File: src/rtl/aes_round_key_store_pkg.sv
// Shared types and sizes for the AES-256 round-key store.
package aes_round_key_store_pkg;

  localparam int NUM_RK = 15;
  localparam int RK_W   = 128;

  typedef logic [3:0] rk_idx_t;

  typedef enum logic [1:0] {
    ST_IDLE,
    ST_FILL,
    ST_READY
  } rks_state_e;

  localparam rk_idx_t LAST_IDX = rk_idx_t'(NUM_RK - 1);

endpackage

File: src/rtl/aes_round_key_store_if.sv
// Load/read bus between keyexpansion, the round-key store and the round engine.
interface aes_round_key_store_if;
  import aes_round_key_store_pkg::*;

  logic            load_start;
  logic            rk_valid;
  logic [RK_W-1:0] rk_in;
  logic            rd_en;
  rk_idx_t         rd_round;
  logic [RK_W-1:0] rd_key;
  logic            rd_valid;
  logic            rd_err;
  logic            keys_ready;
  rk_idx_t         fill_cnt;

  modport master (
    output load_start, rk_valid, rk_in, rd_en, rd_round,
    input  rd_key, rd_valid, rd_err, keys_ready, fill_cnt
  );

  modport slave (
    input  load_start, rk_valid, rk_in, rd_en, rd_round,
    output rd_key, rd_valid, rd_err, keys_ready, fill_cnt
  );

endinterface

File: src/rtl/aes_round_key_store_rk_regfile.sv
// 15 x 128 round-key storage, one write port and one registered read port.
// ROUND_KEY_ZEROIZE_EN adds a zeroize input that clears every entry.
module aes_round_key_store_rk_regfile
  import aes_round_key_store_pkg::*;
(
  input  logic            clk,
`ifdef ROUND_KEY_ZEROIZE_EN
  input  logic            i_zeroize,
`endif
  input  logic            i_we,
  input  rk_idx_t         i_waddr,
  input  logic [RK_W-1:0] i_wdata,
  input  logic            i_re,
  input  rk_idx_t         i_raddr,
  output logic [RK_W-1:0] o_rdata
);

  logic [RK_W-1:0] r_mem [NUM_RK];
  logic [RK_W-1:0] r_rdata;

  always_ff @(posedge clk) begin
`ifdef ROUND_KEY_ZEROIZE_EN
    if (i_zeroize) begin
      for (int i = 0; i < NUM_RK; i++) begin
        r_mem[i] <= '0;
      end
    end else if (i_we) begin
      r_mem[i_waddr] <= i_wdata;
    end
`else
    if (i_we) begin
      r_mem[i_waddr] <= i_wdata;
    end
`endif
  end

  // Read data is only consumed when the top accepted the read, so no reset needed.
  always_ff @(posedge clk) begin
    if (i_re) begin
      r_rdata <= r_mem[i_raddr];
    end
  end

  assign o_rdata = r_rdata;

endmodule

File: src/rtl/aes_round_key_store.sv
// Round-key buffer fed by keyexpansion, served by index to the round engine.
// Optional ROUND_KEY_ZEROIZE_EN clears storage on reset and on load_start.
module aes_round_key_store
  import aes_round_key_store_pkg::*;
(
  input  logic clk,
  input  logic rst,
  aes_round_key_store_if.slave bus
);

  rks_state_e      r_state;
  rks_state_e      w_nextState;
  rk_idx_t         r_fillCnt;
  logic            r_rdValid;
  logic            r_rdOk;
  logic            w_wrEn;
  logic            w_rdAccept;
  logic [RK_W-1:0] w_rdata;

  // A restart always wins over a write arriving in the same cycle.
  assign w_wrEn     = (r_state == ST_FILL) && bus.rk_valid && !bus.load_start;
  assign w_rdAccept = bus.rd_round < r_fillCnt;

  always_ff @(posedge clk) begin
    if (!rst) begin
      r_state <= ST_IDLE;
    end else begin
      r_state <= w_nextState;
    end
  end

  always_comb begin
    w_nextState = r_state;
    if (bus.load_start) begin
      w_nextState = ST_FILL;
    end else if (w_wrEn && (r_fillCnt == LAST_IDX)) begin
      w_nextState = ST_READY;
    end
  end

  always_ff @(posedge clk) begin
    if (!rst) begin
      r_fillCnt <= '0;
    end else if (bus.load_start) begin
      r_fillCnt <= '0;
    end else if (w_wrEn) begin
      r_fillCnt <= r_fillCnt + 4'd1;
    end
  end

  always_ff @(posedge clk) begin
    if (!rst) begin
      r_rdValid <= 1'b0;
      r_rdOk    <= 1'b0;
    end else begin
      r_rdValid <= bus.rd_en;
      r_rdOk    <= bus.rd_en && w_rdAccept;
    end
  end

  always_comb begin
    bus.keys_ready = (r_state == ST_READY);
    bus.fill_cnt   = r_fillCnt;
    bus.rd_valid   = r_rdValid;
    bus.rd_err     = r_rdValid && !r_rdOk;
    bus.rd_key     = r_rdOk ? w_rdata : '0;
  end

  aes_round_key_store_rk_regfile u_regfile (
    .clk       (clk),
`ifdef ROUND_KEY_ZEROIZE_EN
    .i_zeroize (!rst || bus.load_start),
`endif
    .i_we      (w_wrEn),
    .i_waddr   (r_fillCnt),
    .i_wdata   (bus.rk_in),
    .i_re      (bus.rd_en && w_rdAccept),
    .i_raddr   (bus.rd_round),
    .o_rdata   (w_rdata)
  );

endmodule

File: src/flat_wrapper.sv
// flat-port wrapper written by rule: the top's interface ports become plain ports
module aes_round_key_store_flat import aes_round_key_store_pkg::*;
  (clk, rst, bus_load_start, bus_rk_valid, bus_rk_in, bus_rd_en, bus_rd_round, bus_rd_key, bus_rd_valid, bus_rd_err, bus_keys_ready, bus_fill_cnt);
  aes_round_key_store_if bus_i ();
  input  logic clk;
  input  logic rst;
  input wire logic [$bits(bus_i.load_start)-1:0] bus_load_start;
  input wire logic [$bits(bus_i.rk_valid)-1:0] bus_rk_valid;
  input wire logic [$bits(bus_i.rk_in)-1:0] bus_rk_in;
  input wire logic [$bits(bus_i.rd_en)-1:0] bus_rd_en;
  input wire logic [$bits(bus_i.rd_round)-1:0] bus_rd_round;
  output wire logic [$bits(bus_i.rd_key)-1:0] bus_rd_key;
  output wire logic [$bits(bus_i.rd_valid)-1:0] bus_rd_valid;
  output wire logic [$bits(bus_i.rd_err)-1:0] bus_rd_err;
  output wire logic [$bits(bus_i.keys_ready)-1:0] bus_keys_ready;
  output wire logic [$bits(bus_i.fill_cnt)-1:0] bus_fill_cnt;
  assign bus_i.load_start = bus_load_start;
  assign bus_i.rk_valid = bus_rk_valid;
  assign bus_i.rk_in = bus_rk_in;
  assign bus_i.rd_en = bus_rd_en;
  assign bus_i.rd_round = bus_rd_round;
  assign bus_rd_key = bus_i.rd_key;
  assign bus_rd_valid = bus_i.rd_valid;
  assign bus_rd_err = bus_i.rd_err;
  assign bus_keys_ready = bus_i.keys_ready;
  assign bus_fill_cnt = bus_i.fill_cnt;
  aes_round_key_store u_core (.clk(clk), .rst(rst), .bus(bus_i));
endmodule
File: config.mk
export PLATFORM = sky130hd
export DESIGN_NAME = aes_round_key_store_flat
export DESIGN_NICKNAME = d
export VERILOG_FILES = /design/src/rtl/aes_round_key_store_pkg.sv /design/src/rtl/aes_round_key_store_if.sv /design/src/rtl/aes_round_key_store_rk_regfile.sv /design/src/rtl/aes_round_key_store.sv /design/src/flat_wrapper.sv
export SDC_FILE = /design/constraint.sdc
export NUM_CORES = 2
export LEC_CHECK = 0
export ABC_AREA = 1
export BUFFER_PORTS_ARGS = -buffer_cell sky130_fd_sc_hd__buf_2
export CORE_MARGIN = 5
export CORE_UTILIZATION = 30
export DETAILED_ROUTE_END_ITERATION = 12
export SETUP_SLACK_MARGIN = 0.2
export SKIP_LAST_GASP = 1
export SLEW_MARGIN = 20
export SYNTH_ARGS = -nofsm -noshare
export SYNTH_HDL_FRONTEND = slang
export SYNTH_SLANG_ARGS = --single-unit
export TNS_END_PERCENT = 10
File: constraint.sdc
create_clock -name clk -period 17.6 [get_ports clk]
set_input_delay 0.88 -clock clk [delete_from_list [all_inputs] [get_ports clk]]
set_output_delay 0.88 -clock clk [all_outputs]
set_load 0.02 [all_outputs]
==> impl_metrics.tcl <==
set metrics [dict create \
    required_ps 16720 \
    numCtsBuffers 213 \
    ios 272 \
    p_int_uw 8030 \
    totalPowerFinal_uw 10300 \
    drv_slew 0 \
    power_frac_clock 0.423 \
    ys_types 17 \
    hpwl_mm 118 \
    seq_power_share 0.526 \
    h-tree-depth 4 \
    fin_crit_ps 4040 \
    io_buffers 271 \
    syn_nets 7608 \
    syn_area_per_cell_um2 11.3 \
    cts-resized-gates 0 \
    worstPathArrival_ps 3160 \
    setup_tns_ps 0 \
    path_max_fanout 43 \
    viasPerCell 4.71 \
    grt_max_degree 168 \
    postCtsHoldBufs 0 \
    timing.final.crit_share 0.230 \
    chipWidth_um 539 \
    fillers 27317 \
    p_per_area_mw_per_mm2 108 \
    synth.area.top_cells "edfxtp_1, nand2_1, nand3_1, inv_1, nor2_1" \
    outcome "finished clean" \
    die_y_um 539 \
    tightest_slew_ps 1070 \
    yosysTopAreaCellShare 0.732 \
    clkTransAtPathRegs_ps 60 \
    vdd_ir_drop_max_mv 0.0810 \
    drt_iter0_drc 4963 \
    cts_setup_buffers 0 \
    tritoncts "yes" \
    clk_path_buf_depth 4 \
    netlist.top_cell.by_area "edfxtp_1" \
    synthesis.area_mm2 0.0840 \
    netSwitchingFraction 0.221 \
    path_class "reg2out" \
    critPathCaptureType "output port" \
    synthCells 7464 \
    reg2reg_depth 7 \
    p_switching_uw 2280 \
    rsz0062_at_grt "false" \
    gp_congestion 0.748 \
    drtAntennaViolNets 0 \
    drv_cap 0 \
    clockRootBuffer "clkbuf_16" \
    cts_sinks 2056 \
    ys_warn_count 0 \
    drc_errors 0 \
    relSlewSlack 0.285 \
    worstSkewPairLatency_ps 900 \
    nets 7772 \
    firstDrtPassIters 6 \
    wl_per_cell_um 20.4 \
    power.leakage_uw 0.0375 \
    drive_above_1_share 0.0889 \
    grt_pass1_vias 52121 \
    core.rowCount 194 \
    core-area_mm2 0.279 \
    vias 54348 \
    crit_path_start_kind "flop" \
    finalWirelength_mm 235 \
    hold_depth 3 \
    max_freq_mhz 247 \
    grt_pass1_wl_mm 347 \
    synthToLayoutAreaGrowth_pct 14.0 \
    hold_violations 0 \
    hp-class "in2reg" \
    dieArea_mm2 0.291 \
    gr-usage-all-layers 0.156 \
    yosysSeqAreaShare 0.734 \
    initial_core_util 0.301 \
    antenna_found_initial 84 \
    power_frac_comb 0.050 \
    setup_viol 0 \
    overflow 0 \
    fin_skew_ps 79.4 \
    yosys_register_bits 2056 \
]
## worst max-delay path, cell delays in order (launching register included)
cell,delay (ps)
dfxtp_4,680
buf_4,800
nand2_1,430
inv_1,180
buf_2,180
## final timing paths
kind                                                     startpoint                                  endpoint  slack, ps
worst min register to register  u_core.bus.fill_cnt[3]$_SDFFE_PP0P_       u_core.bus.fill_cnt[3]$_SDFFE_PP0P_        520
worst max register to register       u_core.r_state[1]$_SDFFE_PP0P_  u_core.u_regfile.r_mem[11][10]$_DFFE_PP_      13710
worst max-delay path                       u_core.r_rdOk$_SDFF_PN0_                            bus_rd_key[35]      13560
worst min-delay path                                            rst            u_core.bus.rd_valid$_SDFF_PN0_        340
## synthesized netlist by cell type
cell type,count
ha_1,7
inv_1,548
or2_2,19
buf_6,6
inv_2,3
a21oi_1,5
dfxtp_1,8
buf_4,60
nand3_1,1119
nand2_1,3024
clkbuf_1,140
buf_1,34
buf_2,171
xor2_1,1
edfxtp_1,2048
nor2_1,265
o21ai_0,6
## metrics by stage
| step | util | std cells | hold slack (ps) | setup WS (ps) | cell area, um^2 |
|---|---|---|---|---|---|
| after global routing | 0.343 | 11523 | 314 | 13390 | 95700 |
| after CTS | 0.343 | 11520 | 275 | 13170 | 95600 |
| after detailed placement | 0.319 | 11136 | 507 | 12290 | 88900 |
| after floorplan | - | 7464 | 464 | 10240 | 84000 |
| after global placement | 0.319 | 11136 | 489 | 12320 | 88900 |
| final | 0.343 | 11540 | 336 | 13560 | 95700 |
## cell usage in the layout, fill, tap and decap left out
cell,synthesis,routed
clkinv_8,0,3
inv_1,548,546
clkbuf_1,140,42
buf_8,0,2
nand3_1,1119,1119
clkbuf_16,0,214
clkinv_16,0,2
inv_8,0,5
or2_2,19,19
buf_2,171,267
dfxtp_1,8,7
buf_6,6,1
buf_16,0,1
diode_2,0,19
bufinv_16,0,16
o21ai_0,6,6
clkinv_4,0,3
clkinv_2,0,34
inv_6,0,8
edfxtp_1,2048,2048
nor2_4,0,15
buf_4,60,77
xor2_1,1,1
dfxtp_4,0,1
clkbuf_8,0,6
a21oi_1,5,5
nor2_1,265,250
buf_12,0,11
nand2_1,3024,3024
clkinv_1,0,49
clkinvlp_4,0,8
ha_1,7,7
## layout make-up
cell class / count / area [um^2] / area share
Clock inverter: 123 / 1100 / 0.0115
Clock buffer: 261 / 5580 / 0.0583
Multi-Input combinational cell: 4446 / 18300 / 0.192
Antenna cell: 19 / 47.5 / 0.000497
Sequential cell: 2056 / 61700 / 0.644
Tap cell: 3724 / 4660 / 0.0487
Inverter: 551 / 2100 / 0.0220
Timing Repair Buffer: 360 / 2220 / 0.0232
## cell families after synthesis
logic type / share of synthesized area
buffers and inverters: 0.0488
DFF: 0.734
AOI/OAI and AO/OA: 0.000656
and+or+nand+nor: 0.215
adders and majority gates: 0.00104
xor gates and xnor gates: 0.000104
## state kept, by name, indices dropped and copies added, names as in the netlist
signal / cells
u_core.u_regfile.r_mem: 1920
u_core.bus.fill_cnt: 4
u_core.r_rdOk: 1
u_core.bus.rd_valid: 1
u_core.u_regfile.o_rdata: 128
u_core.r_state: 2
## power groups by stage
stage,clock [uW],sequential [uW],combinational [uW]
global placement,0,5530,510
detailed placement,0,5530,520
floorplan,0,5530,321
finish,4360,5430,517
global route,4680,5420,579
CTS,4460,5430,521
## metal layers
metal  vias to the layer above  global-route usage  wire (um)
met1                     26664               0.216     103000
met2                      1943               0.255     109000
met4                        34              0.0374       5670
met3                       433              0.0288      17100
li1                      25274                   -          -
met5                         -                   0        225
Power figures use the tool's default switching activity.
